**config.mk**
```make
export PLATFORM = sky130hd
export DESIGN_NAME = shift_counter_gen
export DESIGN_NICKNAME = d
export VERILOG_FILES = /design/src/rtl/shift_counter_pkg.sv /design/src/rtl/shift_counter_classify.sv /design/src/rtl/shift_counter_gen.sv
export SDC_FILE = /design/constraint.sdc
export NUM_CORES = 1
export LEC_CHECK = 0
export BUFFER_PORTS_ARGS = -buffer_cell sky130_fd_sc_hd__clkbuf_2
export CELL_PAD_IN_SITES_DETAIL_PLACEMENT = 1
export CELL_PAD_IN_SITES_GLOBAL_PLACEMENT = 1
export CORE_MARGIN = 2
export CORE_UTILIZATION = 42
export DETAILED_ROUTE_END_ITERATION = 7
export GPL_ROUTABILITY_DRIVEN = 0
export MAX_ROUTING_LAYER = met4
export PLACE_DENSITY = 0.83
export SKIP_CTS_REPAIR_TIMING = 1
export SKIP_LAST_GASP = 1
export SYNTH_ARGS = -nofsm -noshare
export SYNTH_HDL_FRONTEND = slang
export SYNTH_SLANG_ARGS = --single-unit
```
**constraint.sdc**
```tcl
create_clock -name clk -period 2.5 [get_ports clk]
set_input_delay 0 -clock clk [delete_from_list [all_inputs] [get_ports clk]]
set_output_delay 0 -clock clk [all_outputs]
set_load 0.005 [all_outputs]
```
**src/rtl/shift_counter_pkg.sv**
```systemverilog
`default_nettype none
// ============================================================================
// shift_counter_pkg : shared mode codes and sequence helpers for shift_counter_gen
// Revision: 1.0
// ============================================================================
package shift_counter_pkg;

    localparam int MODE_JOHNSON = 0;
    localparam int MODE_RING    = 1;

    function automatic int seq_len(input int width, input int mode);
        return (mode == MODE_RING) ? width : 2 * width;
    endfunction

    // Only the low 'width' bits are meaningful; callers truncate.
    function automatic logic [31:0] reset_pattern(input int width);
        return 32'd1 << (width - 1);
    endfunction

endpackage
`default_nettype wire

```
**src/rtl/shift_counter_classify.sv**
```systemverilog
`default_nettype none
// ============================================================================
// shift_counter_classify : checks a value against the legal sequence and returns its phase
// Revision: 1.0
// ============================================================================
module shift_counter_classify
    import shift_counter_pkg::*;
#(
    parameter  int WIDTH = 4,
    parameter  int MODE  = MODE_JOHNSON,
    localparam int PW    = $clog2(2 * WIDTH)
) (
    input  logic [WIDTH-1:0] val_i,
    output logic             legal_o,
    output logic [PW-1:0]    phase_o
);

    localparam int               N       = seq_len(WIDTH, MODE);
    localparam logic [WIDTH-1:0] RST_PAT = WIDTH'(reset_pattern(WIDTH));

    // Walk the whole sequence from the reset pattern; every entry is distinct.
    always_comb begin
        logic [WIDTH-1:0] pat;
        legal_o = 1'b0;
        phase_o = '0;
        pat     = RST_PAT;
        for (int k = 0; k < N; k++) begin
            if (val_i == pat) begin
                legal_o = 1'b1;
                phase_o = PW'(k);
            end
            if (MODE == MODE_RING) begin
                pat = {pat[WIDTH-2:0], pat[WIDTH-1]};
            end else begin
                pat = {pat[WIDTH-2:0], ~pat[WIDTH-1]};
            end
        end
    end

endmodule
`default_nettype wire

```
**src/rtl/shift_counter_gen.sv**
```systemverilog
`default_nettype none
// ============================================================================
// shift_counter_gen : Johnson/ring sequence counter with load, direction, phase, wrap and error
// Revision: 1.0
// ============================================================================
module shift_counter_gen
    import shift_counter_pkg::*;
#(
    parameter  int WIDTH = 4,
    parameter  int MODE  = MODE_JOHNSON,
    localparam int PW    = $clog2(2 * WIDTH)
) (
    input  logic             clk,
    input  logic             rst,
    input  logic             en,
    input  logic             dir,
    input  logic             load,
    input  logic [WIDTH-1:0] load_val,
    output logic [WIDTH-1:0] q,
    output logic [PW-1:0]    phase,
    output logic             wrap,
    output logic             err
);

    localparam int               N       = seq_len(WIDTH, MODE);
    localparam logic [WIDTH-1:0] RST_PAT = WIDTH'(reset_pattern(WIDTH));
    localparam logic [PW-1:0]    LAST_PH = PW'(N - 1);

    logic [WIDTH-1:0] q_q, q_d, step_val, cls_q_val;
    logic [PW-1:0]    phase_q, phase_d, cur_phase, ld_phase;
    logic             wrap_q, wrap_d, err_q, err_d;
    logic             cur_legal, ld_legal;

    assign cls_q_val = q_q;

    shift_counter_classify #(.WIDTH(WIDTH), .MODE(MODE)) u_cls_q (
        .val_i   (cls_q_val),
        .legal_o (cur_legal),
        .phase_o (cur_phase)
    );

    shift_counter_classify #(.WIDTH(WIDTH), .MODE(MODE)) u_cls_ld (
        .val_i   (load_val),
        .legal_o (ld_legal),
        .phase_o (ld_phase)
    );

    always_comb begin
        if (MODE == MODE_RING) begin
            step_val = dir ? {q_q[0], q_q[WIDTH-1:1]} : {q_q[WIDTH-2:0], q_q[WIDTH-1]};
        end else begin
            step_val = dir ? {~q_q[0], q_q[WIDTH-1:1]} : {q_q[WIDTH-2:0], ~q_q[WIDTH-1]};
        end
    end

    // Phase steps from the decoded q so a corrupted phase register cannot persist.
    always_comb begin
        q_d     = q_q;
        phase_d = phase_q;
        wrap_d  = 1'b0;
        err_d   = 1'b0;
        if (load) begin
            if (ld_legal) begin
                q_d     = load_val;
                phase_d = ld_phase;
            end else begin
                q_d     = RST_PAT;
                phase_d = '0;
                err_d   = 1'b1;
            end
        end else if (en) begin
            if (!cur_legal) begin
                q_d     = RST_PAT;
                phase_d = '0;
                err_d   = 1'b1;
            end else begin
                q_d = step_val;
                if (!dir) begin
                    wrap_d  = (cur_phase == LAST_PH);
                    phase_d = wrap_d ? '0 : cur_phase + 1'b1;
                end else begin
                    wrap_d  = (cur_phase == '0);
                    phase_d = wrap_d ? LAST_PH : cur_phase - 1'b1;
                end
            end
        end
    end

    always_ff @(posedge clk or posedge rst) begin
        if (rst) begin
            q_q     <= RST_PAT;
            phase_q <= '0;
            wrap_q  <= 1'b0;
            err_q   <= 1'b0;
        end else begin
            q_q     <= q_d;
            phase_q <= phase_d;
            wrap_q  <= wrap_d;
            err_q   <= err_d;
        end
    end

    assign q     = q_q;
    assign phase = phase_q;
    assign wrap  = wrap_q;
    assign err   = err_q;

endmodule
`default_nettype wire

```
==> results.md <==
* Status: completed
* Die Area at 2410 sq um
* Yosys top cell area share at 23.4%
* Fill cells at 262
* Slew @ Worst Pin at 0.440 ns
* Reg-to-reg endpoint: phase[0]
* Total gr overflow at 0
* Antenna Nets Post-Route at 0
* Tcrit/Tclk final at 78.1%
* Post-synth top area cell: dfrtp_1
* Final sum of negative setup slack at 0 ns
* Post-Route WL at 2.06 mm
* Ys flop type: dfrtp_1
* Critical Path Sink Type: flip-flop
* Buffers on Ports at 17
* Initial antenna violation count at 0
* Peak VDD IR at 0.324 mV
* Tmin final at 1.95 ns
* Crit. Startpoint: q[3]
* Vias in the first global route at 758
* Sequential area share after synthesis at 26.5%
* Critical path class: reg -> reg
* Hold Path Depth at 3
* Slew headroom at 70.7%
* Synth cell types at 41
* FP Rows at 16
* Later-pin clock latency in the skew report at 0.27 ns
* Pin count of the biggest net entering global routing at 17
* Drt first pass iters at 4
* Synth top area cells: dfrtp_1 (23%), o21ai_0 (6.4%), ha_1 (5.8%)
* Die width at 49.1 microns
* Final Max Slew Viols at 0
* Synth cell count leaders: nand2_1 (11), o21ai_0 (11), dfrtp_1 (8)
* Wire per inst at 14.5 microns
* Vias at 760
* Clk slew on worst S/H paths at 0.06 ns
* Max_cap viols at 0
* Pwr dens at 509 nW/um^2
* Clock Skews at 0.00416 ns
* Worst hold start: load_val[1]
* P&R area growth vs syn at 5.70%
* Share of synthesized flip-flops with an asynchronous set or reset at 100%
* Count of final hold-check violations at 0
* Static Leak at 0.424 nW
* N_diodes at 0
* GRT Util Overall at 19.6%
* Worst EP required at 2.67 ns
* Synthesized area at 856 sq um
* Worst Path Arrival at 2.12 ns
* FF-to-FF path depth at 7
* DRC at 0
* HPWL after detailed placement at 1.62 mm
* Fmax at 512 MHz
* Synthesized flop and latch total at 9
* Clk buf depth at 2
* Syn Inst Count at 101
* Hold Path Sink: q[1]
* Min-delay worst type: in -> reg
* Die height at 49.1 microns
* RSZ-0062 raised after global routing: no
* CTS Buf Count at 3
* # IOs at 18
* Crit path launch type: flip-flop
* YS warnings at 0
* Syn_nets at 114
* R2r setup slk at 0.55 ns
* Core box area at 1940 sq um
* Setup violations, final at 0
* First-pass GRT wire length at 3.52 mm
* Starting Density at 44.1%
* Share of cells above drive strength 1 at 24.3%
* Critical Path Fanout Max at 12
* DRT iter0 DRCs at 7
* Vias per inst at 5.35
* Final hold slack at 0.0505 ns
* Htree depth at 1
* Layout Nets at 129
* Syn avg cell area at 8.47 sq um
* Number of synthesized flops with an enable pin at 0
* Clock Sinks at 9
* CTS Root Cell: clkbuf_4
* Worst R2R Start: q[3]
* TritonCTS clock tree: done
-- power by group --
| group | leakage [nW] | switching, mW | internal [mW] |
|---|---|---|---|
| Clock | 0.0150 | 0.0556 | 0.0618 |
| Sequential | 0.113 | 0.0250 | 0.164 |
| Combinational | 0.296 | 0.0813 | 0.0730 |
-- layout make-up --
cell class	count	area (sq um)	share of cell area, %
timing repair buffer	18	95.1	10.5
clock buffer	4	26.3	2.90
sequential	9	226	25.0
inverter	6	22.5	2.49
multi-input combinational	78	500	55.3
tap	27	33.8	3.73
-- stage by stage --
stage	util [%]	instances	total power [mW]	instance area [sq um]	setup slack, ns
2_1_floorplan	-	101	0.309	856	0.769
3_3_place_gp	44.7	137	0.337	868	0.627
3_5_place_dp	44.7	137	0.345	868	0.553
4_1_cts	46.1	141	0.466	895	0.544
5_1_grt	46.6	142	0.498	905	0.426
6_report	46.6	142	0.460	905	0.548
-- cells in the final DEF (no fill, tap or decap), drive strengths merged, types with 2 or more instances in the layout --
master / count
and2: 3
nor2b: 3
o31ai: 3
clkbuf: 21
nand2: 11
dfrtp: 8
xnor2: 2
o21a: 2
a21oi: 7
ha: 4
or2: 2
nand3b: 2
o21ai: 11
inv: 6
or3: 3
nor2: 7
nor3b: 2
-- worst max-delay path by stage --
stage	slack, ns	cells past startpoint	end
after floorplan	0.77	8	phase[0]
after global placement	0.63	7	phase[0]
after CTS	0.54	7	phase[0]
final	0.55	7	phase[0]
after detailed placement	0.55	7	phase[0]
after global routing	0.43	7	phase[0]
-- critical path, cell delays in order, from the launching register on --
cell and delay [ns]:
dfstp_2 0.64, nor2_1 0.09, o22ai_1 0.28, inv_1 0.08, ha_1 0.19, ha_1 0.18
nor2b_1 0.14, o31ai_1 0.24
-- registers in the layout (all words and copies together) (netlist names) --
signal,cells
wrap,1
err,1
phase,3
q,4
-- cell families after synthesis --
group	count (synthesis)	share of synthesized area (%)
compound gates	34	25.9
xor+xnor	2	2.05
fa+ha+maj	4	5.85
buf+inv	14	15.1
flops	9	26.5
mux	1	1.17
simple gates	37	23.5
-- routing by layer --
| layer | up-vias | global-route usage, % | wire (microns) |
|---|---|---|---|
| met1 | 356 | 25.3 | 1010 |
| met5 | - | - | 0 |
| met4 | 0 | 5.71 | 16 |
| met3 | 2 | 3.68 | 61 |
| li1 | 386 | - | - |
| met2 | 16 | 31.3 | 969 |
Power figures use the tool's default switching activity.
